File: config.mk
export PLATFORM = sky130hd
export DESIGN_NAME = proc_ctrl_fsm
export DESIGN_NICKNAME = d
export VERILOG_FILES = /design/src/rtl/proc_ctrl_pkg.sv /design/src/rtl/ld_wait_cnt.sv /design/src/rtl/proc_ctrl_fsm.sv
export SDC_FILE = /design/constraint.sdc
export NUM_CORES = 1
export LEC_CHECK = 0
export CORE_MARGIN = 3
export CORE_UTILIZATION = 31
export DETAILED_ROUTE_END_ITERATION = 12
export GPL_ROUTABILITY_DRIVEN = 0
export GPL_TIMING_DRIVEN = 0
export PLACE_DENSITY = 0.82
export RECOVER_POWER = 50
export SKIP_CTS_REPAIR_TIMING = 1
export SLEW_MARGIN = 20
export SYNTH_ARGS = -nofsm -noshare
export SYNTH_HDL_FRONTEND = slang
export SYNTH_SLANG_ARGS = --single-unit
File: constraint.sdc
create_clock -name Clk_i -period 1.66 [get_ports Clk_i]
set_input_delay 0.332 -clock Clk_i [delete_from_list [all_inputs] [get_ports Clk_i]]
set_output_delay 0.332 -clock Clk_i [all_outputs]
set_load 0.01 [all_outputs]
File: src/rtl/proc_ctrl_pkg.sv
// Shared types and constants for the instruction-sequencing controller.
package proc_ctrl_pkg;

  // Controller states; the encodings are visible on the debug ports.
  typedef enum logic [3:0] {
    ST_INIT    = 4'd0,
    ST_FETCH   = 4'd1,
    ST_DECODE  = 4'd2,
    ST_HALT    = 4'd3,
    ST_SUB     = 4'd4,
    ST_ADD     = 4'd5,
    ST_STORE   = 4'd6,
    ST_LD_WAIT = 4'd7,
    ST_LD_WR   = 4'd8,
    ST_NOOP    = 4'd9,
    ST_LDI     = 4'd10,
    ST_JMP     = 4'd11,
    ST_JZ      = 4'd12
  } state_e;

  // Opcodes carried in IR[15:12]; 9..15 are illegal.
  localparam logic [3:0] OP_NOOP  = 4'd0;
  localparam logic [3:0] OP_STORE = 4'd1;
  localparam logic [3:0] OP_LOAD  = 4'd2;
  localparam logic [3:0] OP_ADD   = 4'd3;
  localparam logic [3:0] OP_SUB   = 4'd4;
  localparam logic [3:0] OP_HALT  = 4'd5;
  localparam logic [3:0] OP_LDI   = 4'd6;
  localparam logic [3:0] OP_JMP   = 4'd7;
  localparam logic [3:0] OP_JZ    = 4'd8;

  // Register-file write-data select.
  localparam logic [1:0] RFS_ALU = 2'd0;
  localparam logic [1:0] RFS_MEM = 2'd1;
  localparam logic [1:0] RFS_IMM = 2'd2;

  // ALU function select.
  localparam logic [2:0] ALU_ADD = 3'd1;
  localparam logic [2:0] ALU_SUB = 3'd2;

endpackage

File: src/rtl/ld_wait_cnt.sv
// Loadable down-counter timing the data-memory read wait of a load.
module ld_wait_cnt #(
  parameter int W = 1
) (
  input  logic         Clk_i,
  input  logic         Reset_i,
  input  logic         load_i,
  input  logic [W-1:0] load_val_i,
  input  logic         dec_i,
  output logic         done_o
);

  logic [W-1:0] cnt_q;

  // Load on entry to the wait, count down while waiting, hold at zero.
  always_ff @(posedge Clk_i or posedge Reset_i) begin
    // NOTE: sequential state uses non-blocking assignments so every register samples pre-edge values.
    if (Reset_i) begin
      cnt_q <= '0;
    end else if (load_i) begin
      cnt_q <= load_val_i;
    end else if (dec_i && (cnt_q != '0)) begin
      cnt_q <= cnt_q - 1'b1;
    end
  end

  assign done_o = (cnt_q == '0);

endmodule

File: src/rtl/proc_ctrl_fsm.sv
// Instruction-sequencing controller: fetch, decode and per-opcode datapath control.
module proc_ctrl_fsm
  import proc_ctrl_pkg::*;
#(
  parameter int DADDR_W   = 8,
  parameter int RF_ADDR_W = 4,
  parameter int PC_W      = 8,
  parameter int RD_LAT    = 1
) (
  input  logic                 Clk_i,
  input  logic                 Reset_i,
  input  logic [15:0]          IR_i,
  input  logic                 RF_Ra_zero_i,
  input  logic                 Resume_i,
  output logic                 PC_clr_o,
  output logic                 PC_up_o,
  output logic                 PC_ld_o,
  output logic [PC_W-1:0]      PC_val_o,
  output logic                 IR_ld_o,
  output logic [DADDR_W-1:0]   D_addr_o,
  output logic                 D_wr_o,
  output logic [1:0]           RF_s_o,
  output logic [RF_ADDR_W-1:0] RF_Ra_addr_o,
  output logic [RF_ADDR_W-1:0] RF_Rb_addr_o,
  output logic [RF_ADDR_W-1:0] RF_W_Addr_o,
  output logic                 RF_W_en_o,
  output logic [2:0]           ALU_s0_o,
  output logic                 Halted_o,
  output logic                 Err_o,
  output logic [3:0]           CurrentState_o,
  output logic [3:0]           NextState_o
);

  localparam int CNT_W = $clog2(RD_LAT + 1);

  state_e     state_q, state_d;
  logic       err_q;
  logic       err_set;
  logic       cnt_load, cnt_dec, cnt_done;
  logic [3:0] opcode;

  assign opcode = IR_i[15:12];

  // Wait counter for the memory read latency; loaded so the wait lasts RD_LAT cycles.
  ld_wait_cnt #(.W(CNT_W)) u_ld_wait_cnt (
    .Clk_i      (Clk_i),
    .Reset_i    (Reset_i),
    .load_i     (cnt_load),
    .load_val_i (CNT_W'(RD_LAT - 1)),
    .dec_i      (cnt_dec),
    .done_o     (cnt_done)
  );

  // Next-state selection, wait-counter control and illegal-opcode detection.
  always_comb begin
    // NOTE: every signal assigned here gets a default first, so no path leaves it unassigned and no latch is inferred.
    state_d  = state_q;
    cnt_load = 1'b0;
    cnt_dec  = 1'b0;
    err_set  = 1'b0;
    case (state_q)
      ST_INIT:   state_d = ST_FETCH;
      ST_FETCH:  state_d = ST_DECODE;
      ST_DECODE: begin
        case (opcode)
          OP_NOOP:  state_d = ST_NOOP;
          OP_STORE: state_d = ST_STORE;
          OP_LOAD: begin
            state_d  = ST_LD_WAIT;
            cnt_load = 1'b1;
          end
          OP_ADD:   state_d = ST_ADD;
          OP_SUB:   state_d = ST_SUB;
          OP_HALT:  state_d = ST_HALT;
          OP_LDI:   state_d = ST_LDI;
          OP_JMP:   state_d = ST_JMP;
          OP_JZ:    state_d = ST_JZ;
          default: begin
            state_d = ST_HALT;
            err_set = 1'b1;
          end
        endcase
      end
      ST_HALT: begin
        if (Resume_i && !err_q) state_d = ST_FETCH;
      end
      ST_LD_WAIT: begin
        if (cnt_done) state_d = ST_LD_WR;
        else          cnt_dec = 1'b1;
      end
      ST_LD_WR, ST_ADD, ST_SUB, ST_STORE, ST_NOOP, ST_LDI, ST_JMP, ST_JZ:
        state_d = ST_FETCH;
      default:   state_d = ST_INIT;
    endcase
  end

  // State register and sticky error flag; only reset clears the error.
  always_ff @(posedge Clk_i or posedge Reset_i) begin
    if (Reset_i) begin
      state_q <= ST_INIT;
      err_q   <= 1'b0;
    end else begin
      state_q <= state_d;
      if (err_set) err_q <= 1'b1;
    end
  end

  // Moore datapath controls decoded from the current state and IR fields.
  always_comb begin
    PC_clr_o     = 1'b0;
    PC_up_o      = 1'b0;
    PC_ld_o      = 1'b0;
    PC_val_o     = '0;
    IR_ld_o      = 1'b0;
    D_addr_o     = '0;
    D_wr_o       = 1'b0;
    RF_s_o       = RFS_ALU;
    RF_Ra_addr_o = '0;
    RF_Rb_addr_o = '0;
    RF_W_Addr_o  = '0;
    RF_W_en_o    = 1'b0;
    ALU_s0_o     = '0;
    Halted_o     = 1'b0;
    case (state_q)
      ST_INIT:  PC_clr_o = 1'b1;
      ST_FETCH: begin
        IR_ld_o = 1'b1;
        PC_up_o = 1'b1;
      end
      ST_HALT:  Halted_o = 1'b1;
      ST_ADD, ST_SUB: begin
        RF_Ra_addr_o = IR_i[8 +: RF_ADDR_W];
        RF_Rb_addr_o = IR_i[4 +: RF_ADDR_W];
        RF_W_Addr_o  = IR_i[0 +: RF_ADDR_W];
        RF_W_en_o    = 1'b1;
        RF_s_o       = RFS_ALU;
        ALU_s0_o     = (state_q == ST_ADD) ? ALU_ADD : ALU_SUB;
      end
      ST_STORE: begin
        RF_Ra_addr_o = IR_i[8 +: RF_ADDR_W];
        D_addr_o     = IR_i[0 +: DADDR_W];
        D_wr_o       = 1'b1;
      end
      ST_LD_WAIT, ST_LD_WR: begin
        D_addr_o    = IR_i[4 +: DADDR_W];
        RF_s_o      = RFS_MEM;
        RF_W_Addr_o = IR_i[0 +: RF_ADDR_W];
        RF_W_en_o   = (state_q == ST_LD_WR);
      end
      ST_LDI: begin
        RF_s_o      = RFS_IMM;
        RF_W_Addr_o = IR_i[0 +: RF_ADDR_W];
        RF_W_en_o   = 1'b1;
      end
      ST_JMP: begin
        PC_ld_o  = 1'b1;
        PC_val_o = IR_i[0 +: PC_W];
      end
      ST_JZ: begin
        RF_Ra_addr_o = IR_i[8 +: RF_ADDR_W];
        PC_val_o     = IR_i[0 +: PC_W];
        PC_ld_o      = RF_Ra_zero_i;
      end
      default: ;
    endcase
  end

  assign Err_o          = err_q;
  assign CurrentState_o = state_q;
  assign NextState_o    = state_d;

endmodule

==> flow_metrics.py, run 1 <==
metrics = {
    "floorplanning": {
        "initial_core_util_pct": 34.2,
        "rows": 17,
        "core_area_um2": 2300,
        "die_h_um": 56.3,
        "die_w_um": 56.3,
        "io_pins": 69,
        "die-area_um2": 3170,
    },
    "critical_path": {
        "slowest_stage": "dfrtp_2",
        "worstPathCellList": "buf_6, nand4b_1, buf_4, o211a_1, a211oi_2, buf_2",
        "path_max_fanout": 5,
        "critPathKind": "reg2out",
        "critPathArrivalTime_ns": 1.87,
        "cp-start-kind": "register",
        "worstPathRequired_ns": 1.33,
        "end_kind": "primary output",
        "max_stage_delay_ns": 0.44,
    },
    "sta": {
        "setup_viol": 38,
        "fin_crit_sh_pct": 132,
        "fmax_ghz": 0.455,
        "hold_viol": 0,
        "fin_tns_setup_ns": -13.64,
        "slew_violations": 0,
        "period_needed_ns": 2.20,
        "whs_ns": 0.423,
        "fin_ws_ns": -0.538,
        "finClkSkew_ns": 0.00945,
        "rsz0062_at_grt": "true",
    },
    "detailed_routing": {
        "drt_iter0_drc": 52,
        "final_antenna_net_count": 0,
        "first_pass_iters": 4,
        "wl_per_cell_um": 16.4,
        "post-route-drc-count": 0,
        "wl_um": 3490,
        "vias_per_cell": 5.22,
        "vias": 1111,
    },
    "clock_tree": {
        "clk_path_buf_depth": 2,
        "cts.clk_slew.worst_paths_ns": 0.05,
        "root_buffer": "clkbuf_4",
        "cts_tree": "done",
        "numCtsBuffers": 3,
        "cts-htree-levels": 1,
        "clk_latency_ns": 0.25,
        "cts.sinks": 6,
    },
    "synth": {
        "ys_ff_latch": 6,
        "yosysUniqueCellTypes": 45,
        "syn_inst": 97,
        "yosysWarnings": 0,
        "avgSynthCellArea_um2": 8.09,
        "synth_area_um2": 785,
        "ys_seq_area_share_pct": 19.1,
        "syn_nets": 117,
    },
    "power_and_ir_drop": {
        "swShare_pct": 42.4,
        "p_leak_nw": 0.881,
        "power_switching_uw": 743,
        "internal-power_mw": 1.01,
        "ir_worst_vdd_mv": 1.01,
        "pwr-share-clk_pct": 8.6,
        "power_density_nw_per_um2": 1010,
        "power_frac_comb_pct": 78.1,
        "seqPwrFrac_pct": 13.3,
        "report.power.total_mw": 1.75,
    },
    "final_layout": {
        "nFillCells": 173,
        "final_core_util_pct": 75.6,
        "final_cell_mix": "clkdlybuf4s50_1, buf_6, buf_4",
        "fin_area_um2": 1740,
        "n_antenna_cell": 0,
        "stdcell_count": 213,
        "area_growth_pct": 121,
        "drive_above_1_share_pct": 48.6,
        "nets": 206,
        "layout_commonest_cell": "clkdlybuf4s50_1",
    },
    "global_routing": {
        "antenna_found_initial": 0,
        "grt_max_degree": 11,
        "grt_use_total_pct": 17.0,
        "top_usage_layer": "met2",
        "met1_usage_pct": 20.7,
        "grt_pass1_vias": 941,
        "use_met3_pct": 3.91,
        "grt_overflow": 0,
        "grt_first_pass_wirelength_um": 4380,
        "met2_usage_pct": 31.4,
    },
    "hold_path": {
        "hp-class": "in2async",
    },
    "placement": {
        "placed_cells": 191,
        "placed_area_um2": 1510,
        "io_buffers": 66,
        "dp_slack_ns": -1.03,
        "hpwlAfterDp_um": 2430,
    },
    "run_status": {
        "violations": "negative setup slack",
        "status": "finished with violations",
    },
    "flow_run": {
        "drv_cap": 0,
    },
}
[power groups by stage]
| stage | registers (mW) | clock network [mW] | logic, mW |
|---|---|---|---|
| finish | 0.234 | 0.150 | 1.37 |
| global placement | 0.241 | 0 | 1.10 |
| global route | 0.241 | 0.168 | 1.46 |
| CTS | 0.241 | 0.150 | 1.12 |
| floorplan | 0.249 | 0 | 0.578 |
| detailed placement | 0.242 | 0 | 1.11 |
[registers in the layout, indices dropped and copies added (netlist names)]
signal	flops
Err_o	1
CurrentState_o	4
u_ld_wait_cnt.cnt_q	1
[cells in the mapped netlist (all sizes together)]
master / instances / area share (%)
nand3: 1 / 0.64
o211a: 1 / 1.3
a211oi: 2 / 1.9
buf: 7 / 6.5
clkbuf: 1 / 0.48
a2bb2oi: 1 / 1.1
a21oi: 1 / 0.64
nor4: 1 / 0.80
nor2b: 6 / 4.8
and3b: 1 / 1.1
and3: 2 / 1.6
o311a: 1 / 1.3
or3: 2 / 2.2
nor3b: 1 / 0.96
o311ai: 1 / 1.1
nor3: 3 / 1.9
nand2b: 5 / 5.9
o21ai: 1 / 0.64
nor4b: 1 / 1.1
o22ai: 1 / 0.80
dfrtp: 6 / 19
o32ai: 1 / 1.1
a22o: 8 / 8.9
nand3b: 1 / 0.96
and2: 17 / 14
mux2i: 1 / 1.3
nor2: 6 / 3.2
xnor2: 1 / 1.1
a31o: 1 / 1.1
nand2: 3 / 1.4
o21a: 2 / 1.9
or2: 1 / 0.80
inv: 2 / 0.96
conb: 1 / 0.48
o31ai: 1 / 1.6
maj3: 1 / 1.3
o211ai: 1 / 0.96
a211o: 1 / 1.1
xor2: 1 / 1.1
nand4b: 1 / 1.1
[logic make-up (layout without fill, tap and decap cells)]
group                      Yosys count  after routing  synth area share (%)
and+or+nand+nor                     52             52                  42.1
AOI/OAI and AO/OA                   24             24                  25.5
buffers and inverters               10             98                  7.97
DFF                                  6              6                  19.1
xor gates and xnor gates             2              2                  2.23
adders and majority gates            1              1                  1.28
other                                1              1                 0.478
muxes                                1              1                  1.28
[final timing paths]
check	from	endpoint	slack [ns]	cells after the start
setup reg to reg	CurrentState_o[0]	CurrentState_o[1]	0.06	5
max in group asynchronous	Reset_i	CurrentState_o[1]	1.04	2
min in group Clk_i	IR_i[13]	u_ld_wait_cnt.cnt_q	0.47	3
setup / recovery	CurrentState_o[3]	NextState_o[0]	-0.54	6
hold reg to reg	u_ld_wait_cnt.cnt_q	u_ld_wait_cnt.cnt_q	0.52	1
hold / removal	Reset_i	CurrentState_o[3]	0.42	2
[per-layer routing]
metal  up-vias  wire, um
li1        525         -
met1       514      1440
met2        68      1750
met3         4       277
met4         0        29
met5         -         0
[worst max-delay path, delay by kind of cell, from the launching register on]
kind | cells | cell delay [ns]
simple gates | 1 | 0.22
compound gates | 2 | 0.46
buf+inv | 3 | 0.50
flops | 1 | 0.44
[area by class of cell]
class	count	area (um^2)	area share, %
inverters	2	7.51	0.432
multi-input cells	81	693	39.9
flip-flops and latches	6	154	8.86
well taps	28	35.0	2.02
repair buffers	84	742	42.7
plain buffers	8	78.8	4.54
clock buffers	4	26.3	1.51
(Power assumes the default switching activity.)
==> run 2, diff against run 1 <==
- SKIP_CTS_REPAIR_TIMING: 1 -> not set
==> run 2 against run 1 <==
The run still ends with negative setup slack left. Global-route usage is 5.0 points higher. Clock-buffer cell count stayed put. Non-clock buffer count is 23 higher. Register-to-register slack worse by 0.02 ns. Critical path type unchanged.
==> flow_metrics.py, run 2 (synthesized netlist as in run 1, its figures left out) <==
metrics = {
    "detailed_routing": {
        "post-route-drc-count": 0,
        "wl_per_cell_um": 18.3,
        "first_pass_iters": 4,
        "final_antenna_net_count": 0,
        "drt_iter0_drc": 64,
        "vias": 1272,
        "wl_um": 4340,
        "vias_per_cell": 5.37,
    },
    "sta": {
        "finClkSkew_ns": 0.0118,
        "fin_crit_sh_pct": 130,
        "rsz0062_at_grt": "true",
        "fmax_ghz": 0.464,
        "fin_ws_ns": -0.494,
        "period_needed_ns": 2.15,
        "slew_violations": 0,
        "hold_viol": 0,
        "setup_viol": 40,
    },
    "critical_path": {
        "cp_top_family": "simple AND/OR/NAND/NOR gates",
        "slowest_stage": "or3_4",
        "max_stage_delay_ns": 0.42,
        "worstPathRequired_ns": 1.33,
        "path_max_fanout": 7,
        "cp-start-kind": "register",
        "end_kind": "primary output",
        "critPathArrivalTime_ns": 1.82,
        "critical_path.n_buffers_inverters": 2,
        "worstPathCellList": "buf_6, nand2b_4, or3_4, o311ai_4, buf_2",
        "critPathKind": "reg2out",
    },
    "placement": {
        "hpwlAfterDp_um": 2430,
        "io_buffers": 66,
        "dp_slack_ns": -1.03,
        "placed_area_um2": 1510,
    },
    "global_routing": {
        "grt_first_pass_wirelength_um": 5640,
        "grt_overflow": 0,
        "antenna_found_initial": 0,
        "grt_pass1_vias": 1141,
        "grt_max_degree": 11,
        "grt_use_total_pct": 21.9,
    },
    "final_layout": {
        "final_cell_mix": "buf_6, buf_4, buf_2",
        "drive_above_1_share_pct": 65.6,
        "area_growth_pct": 151,
        "largest_reg_flops": 4,
        "n_antenna_cell": 0,
        "nets": 230,
        "fin_area_um2": 1970,
        "layout_commonest_cell": "buf_6",
    },
    "clock_tree": {
        "cts_hold_buf": 0,
        "cts_tree": "done",
        "numCtsBuffers": 3,
        "cts.clk_slew.worst_paths_ns": 0.06,
        "cts.sinks": 6,
        "cts-htree-levels": 1,
        "clk_path_buf_depth": 2,
        "root_buffer": "clkbuf_4",
        "clk_latency_ns": 0.25,
    },
    "power_and_ir_drop": {
        "ir_worst_vdd_mv": 1.11,
        "power_density_nw_per_um2": 1110,
        "p_leak_nw": 0.953,
    },
    "flow_run": {
        "drv_cap": 0,
    },
    "floorplanning": {
        "die_h_um": 56.3,
        "rows": 17,
        "io_pins": 69,
        "die_w_um": 56.3,
        "die-area_um2": 3170,
        "initial_core_util_pct": 34.2,
        "core_area_um2": 2300,
    },
    "hold_path": {
        "hp-class": "in2async",
    },
    "run_status": {
        "violations": "negative setup slack",
        "status": "finished with violations",
    },
}
==> run 2: cell count changes in the layout (fill, tap and decap cells not counted), sizes merged <==
| cell | before | now |
|---|---|---|
| buf | 48 | 86 |
| dlymetal6s2s | 7 | 1 |
| clkbuf | 13 | 11 |
| o31ai | 1 | 2 |
| dlygate4sd2 | 0 | 1 |
| clkdlybuf4s15 | 0 | 3 |
| clkdlybuf4s50 | 27 | 16 |
==> run 2: worst paths after layout <==
kind / startpoint / end / slack (ns) / cells after the start
worst max-delay path: CurrentState_o[0] / NextState_o[1] / -0.49 / 5
max in group asynchronous: Reset_i / CurrentState_o[3] / 1.04 / 2
worst max register to register: CurrentState_o[0] / CurrentState_o[1] / 0.04 / 5
min in group Clk_i: u_ld_wait_cnt.cnt_q / u_ld_wait_cnt.cnt_q / 0.51 / 1
worst min register to register: u_ld_wait_cnt.cnt_q / u_ld_wait_cnt.cnt_q / 0.51 / 1
worst min-delay path: Reset_i / CurrentState_o[1] / 0.42 / 2
==> run 2: layer usage <==
layer  GRT usage, %  share of wire [%]  vias to the layer above
met5              0                  0                        -
met4           1.02               0.51                        0
met3           4.60                7.1                        2
met2           41.7                 51                       70
met1           26.2                 41                      621
li1               -                  -                      579
==> run 2: timing repair <==
| action | 4_1_cts | 5_1_grt |
|---|---|---|
| gates cloned | 2 | 0 |
| setup endpoints to repair | 44 | 45 |
| gates resized for setup | 166 | 76 |
| pin swaps | 25 | 19 |
| setup buffers | 26 | 16 |
==> run 2: area by class of cell <==
class / count / area, um^2
buffer: 8 / 75.1
clock buffer: 4 / 26.3
fill: 123 / 327
inverter: 2 / 7.51
multi-input combinational: 82 / 758
sequential: 6 / 154
tap: 28 / 35.0
timing repair buffer: 107 / 915
==> run 2: through the flow <==
| step | util [%] | total power [mW] | std cells | setup TNS (ns) | hold slack [ns] |
|---|---|---|---|---|---|
| after floorplan | - | 0.827 | 97 | -0.598 | 0.123 |
| after global placement | 65.9 | 1.34 | 191 | -18.11 | 0.509 |
| after detailed placement | 65.9 | 1.35 | 191 | -19.37 | 0.510 |
| after CTS | 78.3 | 1.85 | 223 | -12.65 | 0.292 |
| after global routing | 85.8 | 2.30 | 237 | -13.62 | 0.441 |
| final | 85.8 | 2.19 | 237 | -11.03 | 0.419 |
==> run 2: report_power, final <==
group          total [mW]  leakage (nW)  internal [mW]  switching (mW)
logic                1.78         0.870           1.01           0.769
registers           0.254        0.0677          0.186          0.0684
clock network       0.152        0.0150         0.0916          0.0606
==> run 3, diff against run 2 <==
- SLEW_MARGIN: 20 -> 10
- TNS_END_PERCENT: not set -> 100
==> results of run 3 <==
The final DEF is identical to that of run 2; final timing and power are the same.
==> variant: new RTL, config.mk and constraints of run 2 <==
The parameter `RF_ADDR_W` goes from 4 to 3.
--- a/src/rtl/proc_ctrl_fsm.sv
+++ b/src/rtl/proc_ctrl_fsm.sv
@@ -3,7 +3,7 @@
   import proc_ctrl_pkg::*;
 #(
   parameter int DADDR_W   = 8,
-  parameter int RF_ADDR_W = 4,
+  parameter int RF_ADDR_W = 3,
   parameter int PC_W      = 8,
   parameter int RD_LAT    = 1
 ) (
Interface: changed (resized RF_Ra_addr_o, RF_Rb_addr_o and RF_W_Addr_o); port bits go from 69 to 66. No check against the original RTL was run, so the function may have changed too.
==> variant against run 2 <==
- the run still ends with negative setup slack left
- worst setup slack got worse by 0.078 ns
- non-clock buffer count increased by 6
- die area decreased by 3.1%
- via count increased by 8.6%
- wire length increased by 19%
- sequential cell count unchanged
- critical path depth increased by 1
- design area increased by 6.2%
- area after synthesis decreased by 3.5%
- hold slack improved by 0.018 ns
- largest power group unchanged
- total power increased by 11%
- count of clock-buffer cells in the layout decreased by 1
==> variant: results (changes against run 2) <==
- The count of nets after finishing is 233 (+1.3%).
- The number of distinct library cells after synthesis is 42 (-6.7%).
- The standard cell area after detailed placement came to 1440 um^2 (-5.0%).
- The endpoint of the worst register-to-register path is CurrentState_o[0]$_DFF_PP0_.
- The number of DRC violations after detailed-routing iteration 0 is 70 (+9.4%).
- The first-pass GRT wire length was 6610 um (+17%).
- The synthesized net count is 116 (-0.85%).
- The peak ir drop on the vdd network came to 1120 uV (+1.5%).
- The leakage power came to 1.04 nW (+9.0%).
- The count of input and output buffers is 62 (-6.1%).
- The detail-routed via count per cell is 5.78 (+7.7%).
- The reg2reg setup slack is -0.03 ns (-0.07 ns).
- The total global routing track utilization was 26.9% (+4.9 points).
- The number of fill cells in the layout is 79 (-36%).
- The parity-gate share of the synthesized area counting xor and xnor cells came to 2.31% (+0.081 points).
- The adder-cell share of the synthesized area is 1.32% (+0.046 points).
- The half-perimeter wire length after placement is 2150 um (-12%).
- The setup-violating endpoint count in the final report was 40 (unchanged).
- The area fraction in compound gates after synthesis is 27.8% (+2.3 points).
- The fraction of the yosys area taken by sequential cells was 19.8% (+0.70 points).
- The largest driver fanout on the critical path came to 6 (-1).
- The checks that failed: negative setup slack.
- The flow ran to the end, but the final reports show violations.
- Counting instances in the post-synthesis netlist gives the leading cell types as sky130_fd_sc_hd__and2_1, sky130_fd_sc_hd__a22o_1, sky130_fd_sc_hd__dfrtp_1, sky130_fd_sc_hd__nand2b_1, sky130_fd_sc_hd__nor2_1.
- The proportion of synthesized area in mux cells is 1.32% (+0.046 points).
- The worst slack after detailed placement is -0.949 ns (+0.0824 ns).
- The setup slack after layout was -0.572 ns (-0.0784 ns).
- The number of global-route vias before repair was 1311 (+15%).
## variant: critical path, cell delays in order (launching register included)
cell                       delay (ns)
sky130_fd_sc_hd__dfrtp_1         0.43
sky130_fd_sc_hd__buf_6           0.16
sky130_fd_sc_hd__nand4b_1        0.19
sky130_fd_sc_hd__buf_4           0.17
sky130_fd_sc_hd__o211a_1         0.24
sky130_fd_sc_hd__a211oi_2        0.26
sky130_fd_sc_hd__buf_2           0.18
## variant: stage by stage
stage	hold slack [ns]	TNS [ns]	instances
global route	0.437	-15.05	239
global placement	0.506	-16.36	186
detailed placement	0.504	-17.18	186
floorplan	0.123	-0.168	96
CTS	0.286	-10.26	231
finish	0.437	-13.23	239
## variant: final cells by class
type	count	area [um^2]	share of cell area, %
Tap cell	28	35.0	1.67
Multi-Input combinational cell	79	753	36.0
Clock buffer	3	22.5	1.08
Sequential cell	6	153	7.30
Buffer	9	96.3	4.61
Inverter	2	7.51	0.359
Timing Repair Buffer	112	1020	49.0
## variant: timing repair
item | in CTS | in global routing
gates resized for setup | 205 | 67
cloned | 1 | 0
setup buffers | 41 | 18
pin swaps | 17 | 17
endpoints found under the setup margin | 40 | 43
## variant: cell families (layout without fill, tap and decap cells)
group,after synthesis,count (layout)
and+or+nand+nor,50,50
AOI/OAI and AO/OA,24,24
buffers and inverters,11,126
DFF,6,6
xor gates and xnor gates,2,2
adders and majority gates,1,1
other,1,1
muxes,1,1
## variant: report_power, final
group          leakage, nW  total [W]  switching, W  internal (W)
Combinational        0.955    0.00203      0.000878       0.00115
Clock               0.0138   0.000143     0.0000605     0.0000823
Sequential          0.0692   0.000249     0.0000635      0.000185
Total                 1.04    0.00242       0.00100       0.00142
## variant: how the worst max path moves through the flow
| stage | start | endpoint | slack, ns | cells past startpoint |
|---|---|---|---|---|
| global route | CurrentState_o[0]$_DFF_PP0_ | NextState_o[0] | -0.62 | 7 |
| detailed placement | IR_i[13] | NextState_o[3] | -0.95 | 5 |
| finish | CurrentState_o[3]$_DFF_PP0_ | NextState_o[0] | -0.57 | 6 |
| CTS | CurrentState_o[3]$_DFF_PP0_ | NextState_o[1] | -0.48 | 5 |
| global placement | IR_i[13] | NextState_o[3] | -0.95 | 5 |
| floorplan | CurrentState_o[0]$_DFF_PP0_ | NextState_o[1] | -0.07 | 4 |
## variant: routing by layer
metal	wire length (um)	part of all wire [%]	vias to the layer above	track usage (%)
met4	236	4.6	0	11.1
li1	-	-	579	-
met1	2010	39	657	28.6
met3	400	7.8	26	7.94
met2	2490	49	119	48.6
met5	0	0	-	0
